$ cat src/rtl/fw_spi_initiator_pkg.sv
// Shared register map, bit positions and shift-engine states for the SPI initiator.
package fw_spi_initiator_pkg;

    // Register select values, taken from rt_adr[3:2]
    localparam logic [1:0] REG_CTRL   = 2'd0;
    localparam logic [1:0] REG_STATUS = 2'd1;
    localparam logic [1:0] REG_DATA   = 2'd2;
    localparam logic [1:0] REG_CLKDIV = 2'd3;

    // CTRL bit positions
    localparam int CTRL_EN   = 0;
    localparam int CTRL_CPOL = 1;
    localparam int CTRL_CPHA = 2;
    localparam int CTRL_TXIE = 3;
    localparam int CTRL_RXIE = 4;

    // STATUS bit positions
    localparam int STAT_TX_FULL  = 0;
    localparam int STAT_TX_EMPTY = 1;
    localparam int STAT_RX_FULL  = 2;
    localparam int STAT_RX_EMPTY = 3;
    localparam int STAT_BUSY     = 4;
    localparam int STAT_OVERRUN  = 5;

    typedef enum logic [1:0] {
        S_IDLE  = 2'd0,
        S_LOAD  = 2'd1,
        S_SHIFT = 2'd2,
        S_DONE  = 2'd3
    } eng_state_t;

endpackage

$ cat src/rtl/fw_spi_fifo.sv
// Synchronous 8-bit FIFO. A pop in the same cycle as a push on a full FIFO
// frees the slot first, so the push is still accepted.
module fw_spi_fifo #(
    parameter int DEPTH = 4
) (
    input  logic       i_clk,
    input  logic       i_rst_n,
    input  logic       i_push,
    input  logic [7:0] i_wdata,
    input  logic       i_pop,
    output logic [7:0] o_rdata,
    output logic       o_full,
    output logic       o_empty
);
    localparam int AW = $clog2(DEPTH);

    logic [7:0]  r_mem [DEPTH];
    logic [AW-1:0] r_wptr;
    logic [AW-1:0] r_rptr;
    logic [AW:0]   r_count;

    logic w_do_pop;
    logic w_do_push;

    // DEPTH is a power of two, so the count MSB alone marks full
    assign o_full    = r_count[AW];
    assign o_empty   = (r_count == '0);
    assign o_rdata   = r_mem[r_rptr];
    assign w_do_pop  = i_pop & ~o_empty;
    assign w_do_push = i_push & (~o_full | w_do_pop);

    // Storage, pointers and occupancy count
    always_ff @(posedge i_clk or negedge i_rst_n) begin
        if (!i_rst_n) begin
            for (int i = 0; i < DEPTH; i++) r_mem[i] <= '0;
            r_wptr  <= '0;
            r_rptr  <= '0;
            r_count <= '0;
        end else begin
            if (w_do_push) begin
                r_mem[r_wptr] <= i_wdata;
                r_wptr        <= r_wptr + AW'(1);
            end
            if (w_do_pop) r_rptr <= r_rptr + AW'(1);
            if (w_do_push && !w_do_pop)      r_count <= r_count + (AW+1)'(1);
            else if (w_do_pop && !w_do_push) r_count <= r_count - (AW+1)'(1);
        end
    end

endmodule

$ cat src/rtl/fw_spi_initiator.sv
// Wishbone-mapped SPI initiator: register file, TX/RX FIFOs and a byte shift engine.
module fw_spi_initiator
    import fw_spi_initiator_pkg::*;
#(
    parameter int FIFO_DEPTH = 4
) (
    input  logic        clock,
    input  logic        reset,
    input  logic [3:0]  rt_adr,
    input  logic [31:0] rt_dat_w,
    output logic [31:0] rt_dat_r,
    input  logic        rt_cyc,
    input  logic        rt_stb,
    input  logic        rt_we,
    input  logic [3:0]  rt_sel,
    output logic        rt_ack,
    output logic        rt_err,
    output logic        inta,
    output logic        tx_ready,
    output logic        rx_ready,
    output logic        sck,
    output logic        mosi,
    input  logic        miso
);
    // Bus-side registers
    logic        r_ack;
    logic [31:0] r_dat_r;
    logic [4:0]  r_ctrl;
    logic [7:0]  r_div;
    logic        r_ovr;

    // Shift engine registers
    eng_state_t  r_state, w_state_nx;
    logic [7:0]  r_sh;
    logic [7:0]  r_rx;
    logic [7:0]  r_hcnt;
    logic [3:0]  r_edge;
    logic [7:0]  r_div_l;
    logic        r_cpol;
    logic        r_cpha;
    logic        r_sck;
    logic        r_mosi;

    logic        w_req, w_ctrl_wr, w_stat_wr, w_div_wr, w_tx_push, w_rx_pop;
    logic        w_eng_pop, w_eng_push, w_half_end, w_busy, w_ovr_set;
    logic [7:0]  w_tx_data, w_rx_data;
    logic        w_tx_full, w_tx_empty, w_rx_full, w_rx_empty;
    logic [5:0]  w_status;
    logic [31:0] w_rdata;
    logic        w_unused;

    assign w_unused  = ^{rt_adr[1:0], rt_dat_w[31:8], rt_sel[3:1]};

    // A new access is accepted only while ack is low, giving one ack per 2 cycles
    assign w_req     = rt_cyc & rt_stb & ~r_ack;
    assign w_ctrl_wr = w_req & rt_we & (rt_adr[3:2] == REG_CTRL)   & rt_sel[0];
    assign w_stat_wr = w_req & rt_we & (rt_adr[3:2] == REG_STATUS) & rt_sel[0];
    assign w_div_wr  = w_req & rt_we & (rt_adr[3:2] == REG_CLKDIV) & rt_sel[0];
    assign w_tx_push = w_req & rt_we & (rt_adr[3:2] == REG_DATA)   & rt_sel[0];
    assign w_rx_pop  = w_req & ~rt_we & (rt_adr[3:2] == REG_DATA);

    fw_spi_fifo #(.DEPTH(FIFO_DEPTH)) u_tx_fifo (
        .i_clk   (clock),
        .i_rst_n (reset),
        .i_push  (w_tx_push),
        .i_wdata (rt_dat_w[7:0]),
        .i_pop   (w_eng_pop),
        .o_rdata (w_tx_data),
        .o_full  (w_tx_full),
        .o_empty (w_tx_empty)
    );

    fw_spi_fifo #(.DEPTH(FIFO_DEPTH)) u_rx_fifo (
        .i_clk   (clock),
        .i_rst_n (reset),
        .i_push  (w_eng_push),
        .i_wdata (r_rx),
        .i_pop   (w_rx_pop),
        .o_rdata (w_rx_data),
        .o_full  (w_rx_full),
        .o_empty (w_rx_empty)
    );

    assign w_busy    = (r_state != S_IDLE);
    // A same-cycle DATA read makes room, so that push is not an overrun
    assign w_ovr_set = w_eng_push & w_rx_full & ~w_rx_pop;
    assign w_status  = {r_ovr, w_busy, w_rx_empty, w_rx_full, w_tx_empty, w_tx_full};

    assign rt_ack    = r_ack;
    assign rt_dat_r  = r_dat_r;
    assign rt_err    = 1'b0;
    assign tx_ready  = ~w_tx_full;
    assign rx_ready  = ~w_rx_empty;
    assign sck       = r_sck;
    assign mosi      = r_mosi;
    assign inta      = (r_ctrl[CTRL_TXIE] & w_tx_empty) | (r_ctrl[CTRL_RXIE] & ~w_rx_empty) | r_ovr;

    // Read data mux, sampled into r_dat_r on the accepting edge
    always_comb begin
        w_rdata = '0;
        case (rt_adr[3:2])
            REG_CTRL:   w_rdata[4:0] = r_ctrl;
            REG_STATUS: w_rdata[5:0] = w_status;
            REG_DATA:   w_rdata[7:0] = w_rx_empty ? 8'h00 : w_rx_data;
            REG_CLKDIV: w_rdata[7:0] = r_div;
            default:    w_rdata      = '0;
        endcase
    end

    // Bus handshake, register writes and sticky overrun
    always_ff @(posedge clock or negedge reset) begin
        if (!reset) begin
            r_ack   <= 1'b0;
            r_dat_r <= '0;
            r_ctrl  <= '0;
            r_div   <= '0;
            r_ovr   <= 1'b0;
        end else begin
            r_ack   <= w_req;
            r_dat_r <= (w_req && !rt_we) ? w_rdata : 32'h0;
            if (w_ctrl_wr) r_ctrl <= rt_dat_w[4:0];
            if (w_div_wr)  r_div  <= rt_dat_w[7:0];
            // A new overrun wins over a clear in the same cycle
            if (w_ovr_set)                       r_ovr <= 1'b1;
            else if (w_stat_wr && rt_dat_w[5])   r_ovr <= 1'b0;
        end
    end

    // Engine state register
    always_ff @(posedge clock or negedge reset) begin
        if (!reset) r_state <= S_IDLE;
        else        r_state <= w_state_nx;
    end

    // Engine next-state and FIFO strobes; clearing EN aborts LOAD/SHIFT
    always_comb begin
        w_state_nx = r_state;
        w_eng_pop  = 1'b0;
        w_eng_push = 1'b0;
        w_half_end = (r_hcnt == r_div_l);
        case (r_state)
            S_IDLE:  if (r_ctrl[CTRL_EN] && !w_tx_empty) w_state_nx = S_LOAD;
            S_LOAD: begin
                if (!r_ctrl[CTRL_EN]) w_state_nx = S_IDLE;
                else begin
                    w_eng_pop  = 1'b1;
                    w_state_nx = S_SHIFT;
                end
            end
            S_SHIFT: begin
                if (!r_ctrl[CTRL_EN])                    w_state_nx = S_IDLE;
                else if (w_half_end && r_edge == 4'd15)  w_state_nx = S_DONE;
            end
            S_DONE: begin
                w_eng_push = 1'b1;
                w_state_nx = (r_ctrl[CTRL_EN] && !w_tx_empty) ? S_LOAD : S_IDLE;
            end
            default: w_state_nx = S_IDLE;
        endcase
    end

    // Engine datapath: sck generation, mosi shifting and miso capture
    always_ff @(posedge clock or negedge reset) begin
        if (!reset) begin
            r_sh    <= '0;
            r_rx    <= '0;
            r_hcnt  <= '0;
            r_edge  <= '0;
            r_div_l <= '0;
            r_cpol  <= 1'b0;
            r_cpha  <= 1'b0;
            r_sck   <= 1'b0;
            r_mosi  <= 1'b0;
        end else begin
            case (r_state)
                S_IDLE: begin
                    r_sck  <= r_ctrl[CTRL_CPOL];
                    r_mosi <= 1'b0;
                end
                S_LOAD: begin
                    r_cpol  <= r_ctrl[CTRL_CPOL];
                    r_cpha  <= r_ctrl[CTRL_CPHA];
                    r_div_l <= r_div;
                    r_rx    <= '0;
                    r_hcnt  <= '0;
                    r_edge  <= '0;
                    r_sck   <= r_ctrl[CTRL_CPOL];
                    // CPHA=0 presents bit7 now, so the register is pre-shifted;
                    // every later shift event then simply emits r_sh[7]
                    if (r_ctrl[CTRL_CPHA]) begin
                        r_sh   <= w_tx_data;
                        r_mosi <= 1'b0;
                    end else begin
                        r_sh   <= {w_tx_data[6:0], 1'b0};
                        r_mosi <= w_tx_data[7];
                    end
                end
                S_SHIFT: begin
                    if (w_half_end) begin
                        r_hcnt <= '0;
                        r_sck  <= ~r_sck;
                        r_edge <= r_edge + 4'd1;
                        // Even edges lead, odd edges trail; sample where parity matches CPHA
                        if (r_edge[0] == r_cpha) begin
                            r_rx <= {r_rx[6:0], miso};
                        end else begin
                            r_mosi <= r_sh[7];
                            r_sh   <= {r_sh[6:0], 1'b0};
                        end
                    end else begin
                        r_hcnt <= r_hcnt + 8'd1;
                    end
                end
                S_DONE:  r_sck <= r_cpol;
                default: r_sck <= r_ctrl[CTRL_CPOL];
            endcase
            if (w_state_nx == S_IDLE) begin
                r_sck  <= r_ctrl[CTRL_CPOL];
                r_mosi <= 1'b0;
            end
        end
    end

endmodule

$ cat config.mk
export PLATFORM = sky130hd
export DESIGN_NAME = fw_spi_initiator
export DESIGN_NICKNAME = d
export VERILOG_FILES = /design/src/rtl/fw_spi_initiator_pkg.sv /design/src/rtl/fw_spi_fifo.sv /design/src/rtl/fw_spi_initiator.sv
export SDC_FILE = /design/constraint.sdc
export NUM_CORES = 1
export LEC_CHECK = 0
export ABC_AREA = 1
export BUFFER_PORTS_ARGS = -buffer_cell sky130_fd_sc_hd__buf_2
export CAP_MARGIN = 10
export CORE_AREA = 3 3 148 150
export CTS_BUF_LIST = sky130_fd_sc_hd__clkbuf_4 sky130_fd_sc_hd__clkbuf_8 sky130_fd_sc_hd__clkbuf_16
export DETAILED_ROUTE_END_ITERATION = 6
export DIE_AREA = 0 0 151 153
export GPL_ROUTABILITY_DRIVEN = 0
export PLACE_DENSITY_LB_ADDON = 0.3
export SLEW_MARGIN = 40
export SYNTH_ARGS = -nofsm -noshare
export SYNTH_HDL_FRONTEND = slang
export SYNTH_SLANG_ARGS = --single-unit
export TNS_END_PERCENT = 30
$ cat constraint.sdc
create_clock -name clock -period 2.3 [get_ports clock]
set_clock_uncertainty 0.05 [all_clocks]
set_input_delay 0.345 -clock clock [delete_from_list [all_inputs] [get_ports clock]]
set_output_delay 0.345 -clock clock [all_outputs]
set_load 0.05 [all_outputs]
After elaboration in Yosys (flattened, before gate mapping)
Index checks and enable logic that the tools add are counted.
W data, S select, Z words.

storage, ports and cells
  register bits after elaboration = 143
  latch bits = 0
  memory bits (writable) = 0
  ROM bits = 0
  input bits = 46
  output and inout port bits = 39
  logic and storage cells = 179
  memories kept = 0

operators by class
  add/subtract/negate cells = 10
  multiply operators = 0
  divide/modulo/power cells = 0
  order comparisons = 6
  equal/unequal tests = 14
  shifts and indexed selects = 0
  muxes and demuxes = 51
  bitwise logic cells = 37
  reductions and logical operators = 32

operator list
  operator               count
  $mux W8                14
  $bwmux W32             2
  $pmux W8 S2            3
  $bmux W8 S2            2
  $demux W8 S2           2
  $and A1 B1 Y1          21
  $pmux W5 S4            1
  $ge A3 B3 Y1 const B   4
  $mux W1                12
  $mux W3                4
  $not A2 Y3             4
  $logic_and A1 B1 Y1    10
  $reduce_bool A2 Y1     5
  $pmux W1 S3            3
  $reduce_and A3 Y1      3
  $add A2 B1 Y2 const B  4
  $add A8 B1 Y8 const B  1
  $eq A2 B2 Y1 const B   4
  $eq A8 B8 Y1           1
  $mux W2                4
  $not A1 Y1             8
  $pmux W2 S4            1
  $pmux W4 S2            1
  $add A3 B1 Y3 const B  2
  17 further kinds       34

Depth between registers and ports, before layout
Gate-level depths: netlist of run 1.

  word-level depth = 11
  mapped depth = 16
  depth with buffers taken out = 16

Cells and area by module
Synthesis of run 1 repeated with hierarchy kept, for this count alone.

unflattened totals
  cell total of the unflattened synthesis = 944
  area total of the unflattened synthesis = 7642.3 um^2

by module, submodules not included
  module            instances  cells an instance  area each (um^2)  sequential area each (um^2)
  fw_spi_fifo       2          255                2078.2            975.9
  fw_spi_initiator  1          434                3485.8            1626.6

Worst setup path before layout of run 1
OpenSTA, ideal clock, no wires.

  path type = register to register
  from = reg r_ack (netlist: rt_ack)
  to = reg u_rx_fifo.r_count[2]
  setup time = 0.127 ns
  data arrival time = 2.352 ns
  required time = 2.123 ns
  slack = -0.228 ns
  stages on the path, launching flop included = 16
  path buffers = 0
  clock period less this slack = 2.528 ns
  cell sequence = dfrtp_1 > nor2_2 > inv_2 > nor2_4 > inv_2 > nor2_4 > inv_2 > nand2_4 > nand2_4 > clkinv_4 > ha_1 > inv_1 > fa_1 > a21oi_1 > o21ai_0 > xnor2_1

between the ends
  cells in the longest elaborated chain, start to end = 10
  elaborated cells on any way between the ends = 13
  those cells by class = mux: 1; bitwise: 7; reduce/logical: 5

RTL lines
  element                        RTL line                 source
  start, declared                fw_spi_initiator.sv:26   logic r_ack;
  start signal, assigned         fw_spi_initiator.sv:119  r_ack <= w_req;
  $not A1 Y1 *                   fw_spi_initiator.sv:55   assign w_req = rt_cyc & rt_stb & ~r_ack;
  $and A1 B1 Y1 *                fw_spi_initiator.sv:55
  net w_req                      fw_spi_initiator.sv:44   logic w_req, w_ctrl_wr, w_stat_wr, w_div_wr, w_tx_push, w_rx_pop;
  $and A1 B1 Y1 * (2 in series)  fw_spi_initiator.sv:60   assign w_rx_pop = w_req & ~rt_we & (rt_adr[3:2] == REG_DATA);
  $and A1 B1 Y1 *                fw_spi_fifo.sv:29        assign w_do_pop = i_pop & ~o_empty;
  $or A1 B1 Y1 *                 fw_spi_fifo.sv:30        assign w_do_push = i_push & (~o_full | w_do_pop);
  $and A1 B1 Y1 *                fw_spi_fifo.sv:30
  net u_rx_fifo.w_do_push        fw_spi_fifo.sv:23        logic w_do_push;
  $logic_not A1 Y1               fw_spi_fifo.sv:46        else if (w_do_pop && !w_do_push) r_count <= r_count - (AW+1)'(1);
  $logic_and A1 B1 Y1            fw_spi_fifo.sv:46
  $reduce_bool A2 Y1 (no line)   -
  end signal, assigned           fw_spi_fifo.sv:45        if (w_do_push && !w_do_pop) r_count <= r_count + (AW+1)'(1);
  end signal, assigned           fw_spi_fifo.sv:46
  end, declared                  fw_spi_fifo.sv:20        logic [AW:0] r_count;

Mark *: on every way through the listed nets, which the timed path passes. The rest lies on a longest branch.
A chain may end at the register's enable or synchronous reset.

Worst setup path after layout of run 1
  from = reg u_rx_fifo.r_count[0]
  to = out inta

between the ends
  cells in the longest elaborated chain, start to end = 5

RTL lines
  element                     RTL line                source
  $logic_not A3 Y1            fw_spi_fifo.sv:27       assign o_empty = (r_count == '0);
  $not A1 Y1                  fw_spi_initiator.sv:96  assign inta = (r_ctrl[CTRL_TXIE] & w_tx_empty) | (r_ctrl[CTRL_RXIE] & ~w_rx_empty) | r_ovr;
  $and A1 B1 Y1               fw_spi_initiator.sv:96
  $or A1 B1 Y1 (2 in series)  fw_spi_initiator.sv:96
  end, declared               fw_spi_initiator.sv:18  output logic inta,

No other way between the ends.

==> out/metrics.cfg, run 1 <==
[run_status]
status=finished clean

[synthesis]
synth.most_common_cell=nand2_1
synth_common_cells=184 x nand2_1, 143 x dfrtp_1, 103 x o21ai_0, 68 x inv_1, 48 x nor2_1
yosys.area.top_type=dfrtp_1
synth_warnings=0
synthFlopType=dfrtp_1
ys_top_cells_by_area=dfrtp_1 51%, nand2_1 9.9%, o21ai_0 7.4%
avgSynthCellArea_um2=8.90
synth_area_um2=6970
async_flop_share_pct=100
synth_enable_flop_cells=0
ys_types=47
ys_seq_area_share_pct=51.4
ys_ff_latch=143
yosysTopAreaCellShare_pct=51.4
netlist_instances=783

[sta]
finalSetupViolations=0
rsz0062_at_grt=yes
worst_pin_slew_ps=534
final.min_clock_period_ps=2250
max_freq_mhz=445
tns_ps=0
slew_headroom_pct=64.2
fin_crit_sh_pct=97.7
finalHoldViolCount=0
slew_violations=0

[critical_path]
slowest_delay_ps=410
regToRegSetupSlack_ps=70
worstSetupPathType=reg -> out
cp.arrival_ps=1850
crit_chain=nor3_4 -> buf_4 -> inv_2 -> a221o_1 -> buf_6
startpoint_type=flop
end_kind=primary output
crit_fanout=2
slowest_stage=dfrtp_1
required_ps=1900

[floorplan]
die_area_um2=23100
die_h_um=153
start_util_pct=33.5
die_x_um=151
num_rows=53
io_pins=85
core_um2=20800

[drt]
totalWireLength_um=16200
ant_nets=0
drc=0
viasPerCell=4.63
num_vias=5207
wl_per_cell_um=14.4
first_pass_iters=5
drt_iter0_markers=394

[finish]
final_util_pct=39.0
fin_cells=1124
drive_gt1_share_pct=15.9
num-nets-final=900
antenna_cells=0
final_area_um2=8110
syn_to_final_growth_pct=16.4

[global_routing]
grt_pass1_wl_um=27200
grt_start_max_net_pins=60
first_global_vias=5140
antenna_found_initial=0
overflow=0
grtUsageTotal_pct=14.9

[run]
cap_violations=0

[pwr]
power_frac_seq_pct=35.8
power.switching_w=0.00362
power.internal_w=0.00587
swShare_pct=38.1
combPwrFrac_pct=33.7
p_clk_share_pct=30.5
peakVddDrop_mv=0.476
power_leakage_nw=3.79
finalPower_w=0.00949
powerDensity_nw_per_um2=1170

[placed_design]
dpl.cell_count=1090
hpwlAfterDp_um=11400
io_buffers=30
dpl_cell_area_um2=7450

[clock_network]
htree_levels=4
cts_buffers=17
insertion_delay_ps=420
clk_pin_slew_worst_paths_ps=60
cts_buffer_depth=2
ctsRootBufferMaster=clkbuf_16
cts_tree=built
cts_sinks=143

[min_path]
min_path_type=in -> reg

## stage by stage
step	setup WS [ps]	hold WS [ps]
floorplan	-7.25	-0.591
detailed placement	-10.3	302
CTS	7.93	118
global route	-4.82	150
finish	53.0	124
global placement	24.5	298
## final timing paths
path / from / endpoint / depth (start not counted)
max: u_rx_fifo.r_count[0] / inta / 5
min: miso / r_rx[0] / 3
max reg2reg: u_rx_fifo.r_count[0] / u_rx_fifo.r_count[1] / 12
min reg2reg: rt_ack / rt_ack / 1
max in group asynchronous: reset / r_state[1] / 3
min in group asynchronous: reset / r_hcnt[4] / 2
## layer usage
layer	wire [um]	track usage (%)
met4	283	4.66
met2	7520	22.4
met5	0	0
met1	7810	21.5
met3	568	3.20
## logic make-up (layout without fill, tap and decap cells)
| kind of cell | Yosys count | count (layout) | synth area share [%] |
|---|---|---|---|
| multiplexers | 2 | 2 | 0.323 |
| XOR/XNOR | 21 | 21 | 2.64 |
| AO/OA/AOI/OAI | 193 | 193 | 15.9 |
| AND/OR/NAND/NOR | 279 | 279 | 17.1 |
| other | 1 | 25 | 0.0538 |
| adder cells (fa/ha/maj) | 18 | 18 | 3.45 |
| buffers and inverters | 126 | 168 | 9.16 |
| flip-flops | 143 | 143 | 51.4 |
## layout by cell type, fill, tap and decap left out, types with 3 or more instances in the layout
cell type | synthesis | layout
dfrtp_1 | 143 | 142
o21ai_2 | 8 | 8
a32o_1 | 4 | 4
o21ai_0 | 103 | 101
o22ai_1 | 12 | 12
o21ai_1 | 32 | 34
buf_4 | 26 | 24
nand2_4 | 6 | 6
a22oi_1 | 3 | 3
inv_1 | 68 | 65
nor2_1 | 48 | 48
nand3_1 | 25 | 25
ha_1 | 16 | 14
clkbuf_16 | 0 | 17
a21oi_1 | 13 | 12
xor2_1 | 14 | 14
o22a_1 | 4 | 4
a41oi_1 | 3 | 3
nor3_1 | 4 | 4
conb_1 | 1 | 25
inv_2 | 8 | 11
buf_2 | 2 | 28
bufinv_16 | 0 | 3
xnor2_1 | 7 | 7
nor2_4 | 5 | 6
inv_6 | 0 | 5
clkinv_4 | 1 | 3
nand2_1 | 184 | 183
## worst max-delay path: cells and delay by family, from the launching register on
kind / cells / cell delay, ps
buffers and inverters: 3 / 390
and+or+nand+nor: 1 / 280
AOI/OAI and AO/OA: 1 / 340
DFF: 1 / 410
## sequential cells by signal, summed over array words and instances (netlist names), 2 cells and up
signal             flops
r_ctrl                 5
r_div                  8
r_div_l                8
r_edge                 4
r_hcnt                 8
r_rx                   8
r_sh                   8
r_state                2
rt_dat_r               8
u_rx_fifo.r_count      3
u_rx_fifo.r_mem       32
u_rx_fifo.r_rptr       2
u_rx_fifo.r_wptr       2
u_tx_fifo.r_count      3
u_tx_fifo.r_mem       32
u_tx_fifo.r_rptr       2
u_tx_fifo.r_wptr       2
## power groups by stage
stage | clock network, W | registers, W | logic, W
finish | 0.00289 | 0.00339 | 0.00320
global route | 0.00307 | 0.00346 | 0.00360
CTS | 0.00296 | 0.00339 | 0.00315
detailed placement | 0 | 0.00342 | 0.00311
global placement | 0 | 0.00341 | 0.00308
floorplan | 0 | 0.00338 | 0.00225
## timing repair
action,4_1_cts,5_1_grt
setup endpoints to repair,2,11
endpoints found under the hold margin,51,0
pin swaps,1,3
buffers inserted,0,1
hold buffers,1,0
resized for setup,3,4
## area by class of cell
class	instances	area, um2
inverter	79	309
sequential	143	3580
clock buffer	18	439
clock inverter	14	178
timing repair buffer	57	393
fill	2118	12700
tap	275	344
multi-input combinational	538	2870
(Power assumes the default switching activity.)
==> run 2: changes to the inputs <==
--- a/config.mk
+++ b/config.mk
@@ -14,6 +14,7 @@
 export DIE_AREA = 0 0 151 153
 export GPL_ROUTABILITY_DRIVEN = 0
 export PLACE_DENSITY_LB_ADDON = 0.3
+export RECOVER_POWER = 50
 export SLEW_MARGIN = 40
 export SYNTH_ARGS = -nofsm -noshare
 export SYNTH_HDL_FRONTEND = slang
==> run 2 against run 1 <==
Net effect: flip-flop and latch count is the same; sequential share of layout area grew 0.10 points; core utilization shrank 0.090 points; register-to-register slack is essentially flat; largest power group unchanged; highest routed layer unchanged.
==> out/metrics.cfg, run 2 (synthesis results as in run 1) <==
[finish]
top_regs=u_rx_fifo.r_mem (32), u_tx_fifo.r_mem (32)  ; unchanged
final_area_um2=8090  ; was 8110 um2
syn_to_final_growth_pct=16.1  ; was 16.4%
drive_gt1_share_pct=15.9  ; unchanged
final_cell_mix=183 x nand2_1, 142 x dfrtp_1, 101 x o21ai_0, 65 x inv_1, 48 x nor2_1  ; unchanged
fin_cells=1124  ; unchanged
final_common_cell=nand2_1  ; unchanged
num-nets-final=900  ; unchanged
fillCellCount=2122  ; was 2118
antenna_cells=0  ; unchanged
final_util_pct=38.9  ; was 39.0%

[run_status]
status=finished clean  ; unchanged

[pwr]
swShare_pct=38.2  ; was 38.1%
finalPower_w=0.00949  ; about the same
power.switching_w=0.00362  ; about the same
powerDensity_nw_per_um2=1170  ; about the same
power_frac_seq_pct=35.8  ; about the same
combPwrFrac_pct=33.7  ; about the same
power_leakage_nw=3.78  ; was 3.79 nW
power.internal_w=0.00587  ; about the same
peakVddDrop_mv=0.476  ; about the same
p_clk_share_pct=30.5  ; about the same

[global_routing]
grt_start_max_net_pins=60  ; unchanged
grtUsageTotal_pct=14.9  ; unchanged
antenna_found_initial=0  ; unchanged
overflow=0  ; unchanged
grt_pass1_wl_um=27200  ; unchanged
first_global_vias=5140  ; unchanged

[floorplan]
die_h_um=153  ; unchanged
io_pins=85  ; unchanged
start_util_pct=33.5  ; unchanged
core_um2=20800  ; unchanged
num_rows=53  ; unchanged
die_x_um=151  ; unchanged
die_area_um2=23100  ; unchanged

[critical_path]
regToRegSetupSlack_ps=70  ; about the same
worstSetupPathType=reg -> out  ; unchanged
startpoint_type=flop  ; unchanged
crit_fanout=2  ; unchanged
end_kind=primary output  ; unchanged
required_ps=1900  ; about the same
cp.arrival_ps=1850  ; about the same

[placed_design]
dpl_cell_area_um2=7450  ; unchanged
hpwlAfterDp_um=11400  ; unchanged
io_buffers=30  ; unchanged
dpl.cell_count=1090  ; unchanged

[sta]
finalSetupViolations=0  ; unchanged
slew_violations=0  ; unchanged
max_freq_mhz=446  ; was 445 MHz
rsz0062_at_grt=yes  ; unchanged
worst_pin_slew_ps=1400  ; was 534 ps
finalHoldViolCount=0  ; unchanged
slew_headroom_pct=6.92  ; was 64.2%
tns_ps=0  ; unchanged
final.min_clock_period_ps=2240  ; was 2250 ps
fin_crit_sh_pct=97.4  ; was 97.7%

[min_path]
min_path_type=in -> reg  ; unchanged

[clock_network]
clk_pin_slew_worst_paths_ps=60  ; about the same
insertion_delay_ps=420  ; about the same
cts_sinks=143  ; unchanged
cts_buffer_depth=2  ; unchanged
cts_buffers=17  ; unchanged
cts_tree=built  ; unchanged
htree_levels=4  ; unchanged
ctsRootBufferMaster=clkbuf_16  ; unchanged

[drt]
viasPerCell=4.63  ; about the same
num_vias=5199  ; was 5207
drc=0  ; unchanged
ant_nets=0  ; unchanged
wl_per_cell_um=14.4  ; about the same
drt_iter0_markers=417  ; was 394
first_pass_iters=6  ; was 5
totalWireLength_um=16200  ; about the same

[run]
cap_violations=0  ; unchanged

-- run 2: cell type report --
cell class / count / area, um2 / share of cell area, %
Tap cell: 275 / 344 / 4.25
Timing Repair Buffer: 57 / 374 / 4.62
Inverter: 79 / 309 / 3.82
Multi-Input combinational cell: 538 / 2870 / 35.5
Clock inverter: 14 / 178 / 2.20
Sequential cell: 143 / 3580 / 44.2
Clock buffer: 18 / 439 / 5.43
-- run 2: power by group through the flow --
| stage | clock (W) | combinational (W) | sequential [W] |
|---|---|---|---|
| floorplan | 0 | 0.00225 | 0.00338 |
| global placement | 0 | 0.00308 | 0.00341 |
| detailed placement | 0 | 0.00311 | 0.00342 |
| CTS | 0.00296 | 0.00315 | 0.00339 |
| global route | 0.00307 | 0.00359 | 0.00346 |
| finish | 0.00290 | 0.00320 | 0.00339 |
-- run 2: path summary, 6_finish.rpt --
check | start | endpoint | cells after the start
hold reg to reg | rt_ack | rt_ack | 1
max in group asynchronous | reset | r_ctrl[1] | 3
min in group asynchronous | reset | r_hcnt[4] | 2
setup / recovery | u_rx_fifo.r_count[0] | inta | 5
setup reg to reg | u_rx_fifo.r_count[0] | u_rx_fifo.r_count[1] | 12
hold / removal | miso | r_rx[0] | 3
-- run 2: metal layers --
| layer | vias up | share of wire [%] | track usage (%) |
|---|---|---|---|
| met4 | 0 | 2.0 | 4.66 |
| met3 | 18 | 3.6 | 3.20 |
| met5 | - | 0 | 0 |
| li1 | 2620 | - | - |
| met1 | 2470 | 48 | 21.5 |
| met2 | 91 | 46 | 22.4 |
-- run 2: repair_timing --
| action | 4_1_cts | 5_1_grt |
|---|---|---|
| resized for setup | 3 | 4 |
| setup buffers | 0 | 1 |
| pin swaps | 1 | 3 |
| hold buffers | 1 | 0 |
| hold endpoints to repair | 51 | 0 |
| endpoints found under the setup margin | 2 | 11 |
-- run 2: metrics by stage --
stage               hold slack (ps)  setup WS, ps
floorplan                    -0.591         -7.25
global placement                298          24.5
detailed placement              302         -10.3
CTS                             118          7.93
global route                    150         -4.82
finish                          123          59.6
-- run 2: critical path, stage by stage, from the launching register on --
cell,delay (ps)
dfrtp_1,410
nor3_4,270
buf_4,170
inv_2,50
a221o_1,340
buf_6,170
==> run 3: changes to the inputs <==
--- a/config.mk
+++ b/config.mk
@@ -8,10 +8,10 @@
 export ABC_AREA = 1
 export BUFFER_PORTS_ARGS = -buffer_cell sky130_fd_sc_hd__buf_2
 export CAP_MARGIN = 10
-export CORE_AREA = 3 3 148 150
+export CORE_AREA = 3 3 114 116
 export CTS_BUF_LIST = sky130_fd_sc_hd__clkbuf_4 sky130_fd_sc_hd__clkbuf_8 sky130_fd_sc_hd__clkbuf_16
 export DETAILED_ROUTE_END_ITERATION = 6
-export DIE_AREA = 0 0 151 153
+export DIE_AREA = 0 0 117 119
 export GPL_ROUTABILITY_DRIVEN = 0
 export PLACE_DENSITY_LB_ADDON = 0.3
 export RECOVER_POWER = 50
==> constraint.sdc (replaced) <==
create_clock -name clock -period 2.1 [get_ports clock]
set_clock_uncertainty 0.05 [all_clocks]
set_input_delay 0.315 -clock clock [delete_from_list [all_inputs] [get_ports clock]]
set_output_delay 0.315 -clock clock [all_outputs]
set_load 0.05 [all_outputs]
==> run 3 against run 2 <==
Net effect: the run now ends with setup timing left; wire length fell by 2.5%; core utilization rose by 28 points; sequential share of layout area rose by 0.54 points; first-iteration DRC count rose by 7.0%; die area fell by 40%; count of clock-buffer cells in the layout rose by 5; cell count fell by 10%; largest power group unchanged.
==> out/metrics.cfg, run 3 (synthesis results as in run 1) <==
[critical_path]
startpoint_type=flop  ; unchanged
worstSetupPathType=reg -> reg  ; was reg -> out
reg2reg_depth=12  ; unchanged
regToRegSetupSlack_ps=-30  ; was 70 ps
startpoint=u_rx_fifo.r_count[2]  ; was u_rx_fifo.r_count[0]
required_ps=2350  ; was 1900 ps
cp.arrival_ps=2380  ; was 1850 ps
crit_fanout=2  ; unchanged
end_kind=flop  ; was primary output
critPathCapture=u_rx_fifo.r_count[1]  ; was inta
reg2reg_from=u_rx_fifo.r_count[2]  ; was u_rx_fifo.r_count[0]
worstReg2RegEnd=u_rx_fifo.r_count[1]  ; unchanged

[global_routing]
antenna_found_initial=0  ; unchanged
grt_pass1_wl_um=26900  ; was 27200 um
overflow=0  ; unchanged
grt_start_max_net_pins=52  ; was 60
grtUsageTotal_pct=24.4  ; was 14.9%
first_global_vias=5635  ; was 5140

[drt]
ant_nets=0  ; unchanged
first_pass_iters=7  ; was 6
wl_per_cell_um=15.7  ; was 14.4 um
num_vias=5545  ; was 5199
drc=0  ; unchanged
drt_iter0_markers=446  ; was 417
totalWireLength_um=15700  ; was 16200 um
viasPerCell=5.51  ; was 4.63

[pwr]
finalPower_w=0.0102  ; was 0.00949 W
peakVddDrop_mv=0.646  ; was 0.476 mV
power_leakage_nw=3.81  ; was 3.78 nW
powerDensity_nw_per_um2=1280  ; was 1170 nW/um2

[finish]
final_util_pct=66.6  ; was 38.9%
num-nets-final=911  ; was 900
fin_cells=1006  ; was 1124
drive_gt1_share_pct=17.1  ; was 15.9%
fillCellCount=933  ; was 2122
final_area_um2=8000  ; was 8090 um2
antenna_cells=0  ; unchanged
top_regs=u_rx_fifo.r_mem (32), u_tx_fifo.r_mem (32)  ; unchanged
syn_to_final_growth_pct=14.7  ; was 16.1%
final_common_cell=nand2_1  ; unchanged
final_cell_mix=182 x nand2_1, 142 x dfrtp_1, 101 x o21ai_0, 66 x inv_1, 47 x nor2_1  ; was 183 x nand2_1, 142 x dfrtp_1, 101 x o21ai_0, 65 x inv_1, 48 x nor2_1

[sta]
fin_crit_sh_pct=101
tns_ps=-40.5  ; was 0 ps
worst_pin_slew_ps=1250  ; was 1400 ps
slew_violations=0  ; unchanged
finalHoldViolCount=0  ; unchanged
finalSetupViolations=3  ; was 0
rsz0062_at_grt=yes  ; unchanged
final.min_clock_period_ps=2130
fin_ws_ps=-29.3  ; was 59.6 ps
max_freq_mhz=470
slew_headroom_pct=16.7  ; was 6.92%

[floorplan]
start_util_pct=58.0  ; was 33.5%
die_h_um=119  ; was 153 um
num_rows=40  ; was 53
core_um2=12000  ; was 20800 um2
io_pins=85  ; unchanged
die_area_um2=13900  ; was 23100 um2
die_x_um=117  ; was 151 um

[clock_network]
clk_pin_slew_worst_paths_ps=50  ; was 60 ps
ctsRootBufferMaster=clkbuf_16  ; unchanged
cts_sinks=143  ; unchanged
htree_levels=4  ; unchanged
cts_buffer_depth=2  ; unchanged
insertion_delay_ps=420  ; about the same
cts_buffers=17  ; unchanged
cts_tree=built  ; unchanged

[run_status]
violations=setup timing
status=complete, but fails checks  ; was finished clean

[placed_design]
dpl_cell_area_um2=7390  ; was 7450 um2
io_buffers=30  ; unchanged
dpl.cell_count=972  ; was 1090
hpwlAfterDp_um=11000  ; was 11400 um

[min_path]
min_path_type=in -> reg  ; unchanged
hold_start=miso  ; unchanged
hold_path_depth=3  ; unchanged

[run]
cap_violations=0  ; unchanged

run 3: final cells by class:
type | count | area, um2 | area share, %
Sequential cell | 143 | 3580 | 44.8
Multi-Input combinational cell | 538 | 2890 | 36.1
Clock buffer | 23 | 489 | 6.12
Timing Repair Buffer | 68 | 460 | 5.76
Inverter | 79 | 309 | 3.87
Tap cell | 147 | 184 | 2.30
Clock inverter | 8 | 83.8 | 1.05
run 3: worst max-delay path, stage by stage (launching register included):
cell,delay [ps]
dfrtp_1,400
nor3_4,250
nor2_4,50
inv_2,60
nor2_4,40
inv_2,60
nand2_4,50
nand2_4,90
clkinv_8,50
ha_4,150
inv_2,50
fa_2,430
mux2_2,270
run 3: repair_timing:
item / in CTS / in global routing
buffers inserted: 1 / 1
setup endpoints to repair: 4 / 24
resized for setup: 6 / 4
pin swaps: 1 / 2
hold buffers: 1 / 0
hold endpoints to repair: 48 / 0
run 3: how the worst min path moves through the flow:
stage,endpoint,slack [ps]
2_1_floorplan,mosi,-30
5_1_grt,r_rx[0],130
4_1_cts,r_rx[0],100
3_5_place_dp,u_rx_fifo.r_count[0],240
6_report,r_rx[0],100
3_3_place_gp,u_rx_fifo.r_wptr[0],230
run 3: per-layer routing:
| metal | GRT usage [%] | share of wire, % | wire length [um] |
|---|---|---|---|
| met3 | 5.84 | 5.9 | 925 |
| met5 | 0 | 0 | 0 |
| met4 | 9.53 | 2.1 | 335 |
| met2 | 38.2 | 49 | 7660 |
| met1 | 32.8 | 43 | 6830 |
run 3: metrics by stage:
| step | hold WS, ps | setup WS, ps |
|---|---|---|
| CTS | 101 | -40.2 |
| finish | 104 | -29.3 |
| global placement | 233 | -25.5 |
| detailed placement | 242 | -93.3 |
| global route | 134 | -125 |
| floorplan | -30.6 | -191 |
run 3: where the power goes:
| group | internal, W | switching (W) |
|---|---|---|
| clock network | 0.00176 | 0.00112 |
| logic | 0.00131 | 0.00236 |
| registers | 0.00329 | 0.000405 |
| total | 0.00635 | 0.00388 |
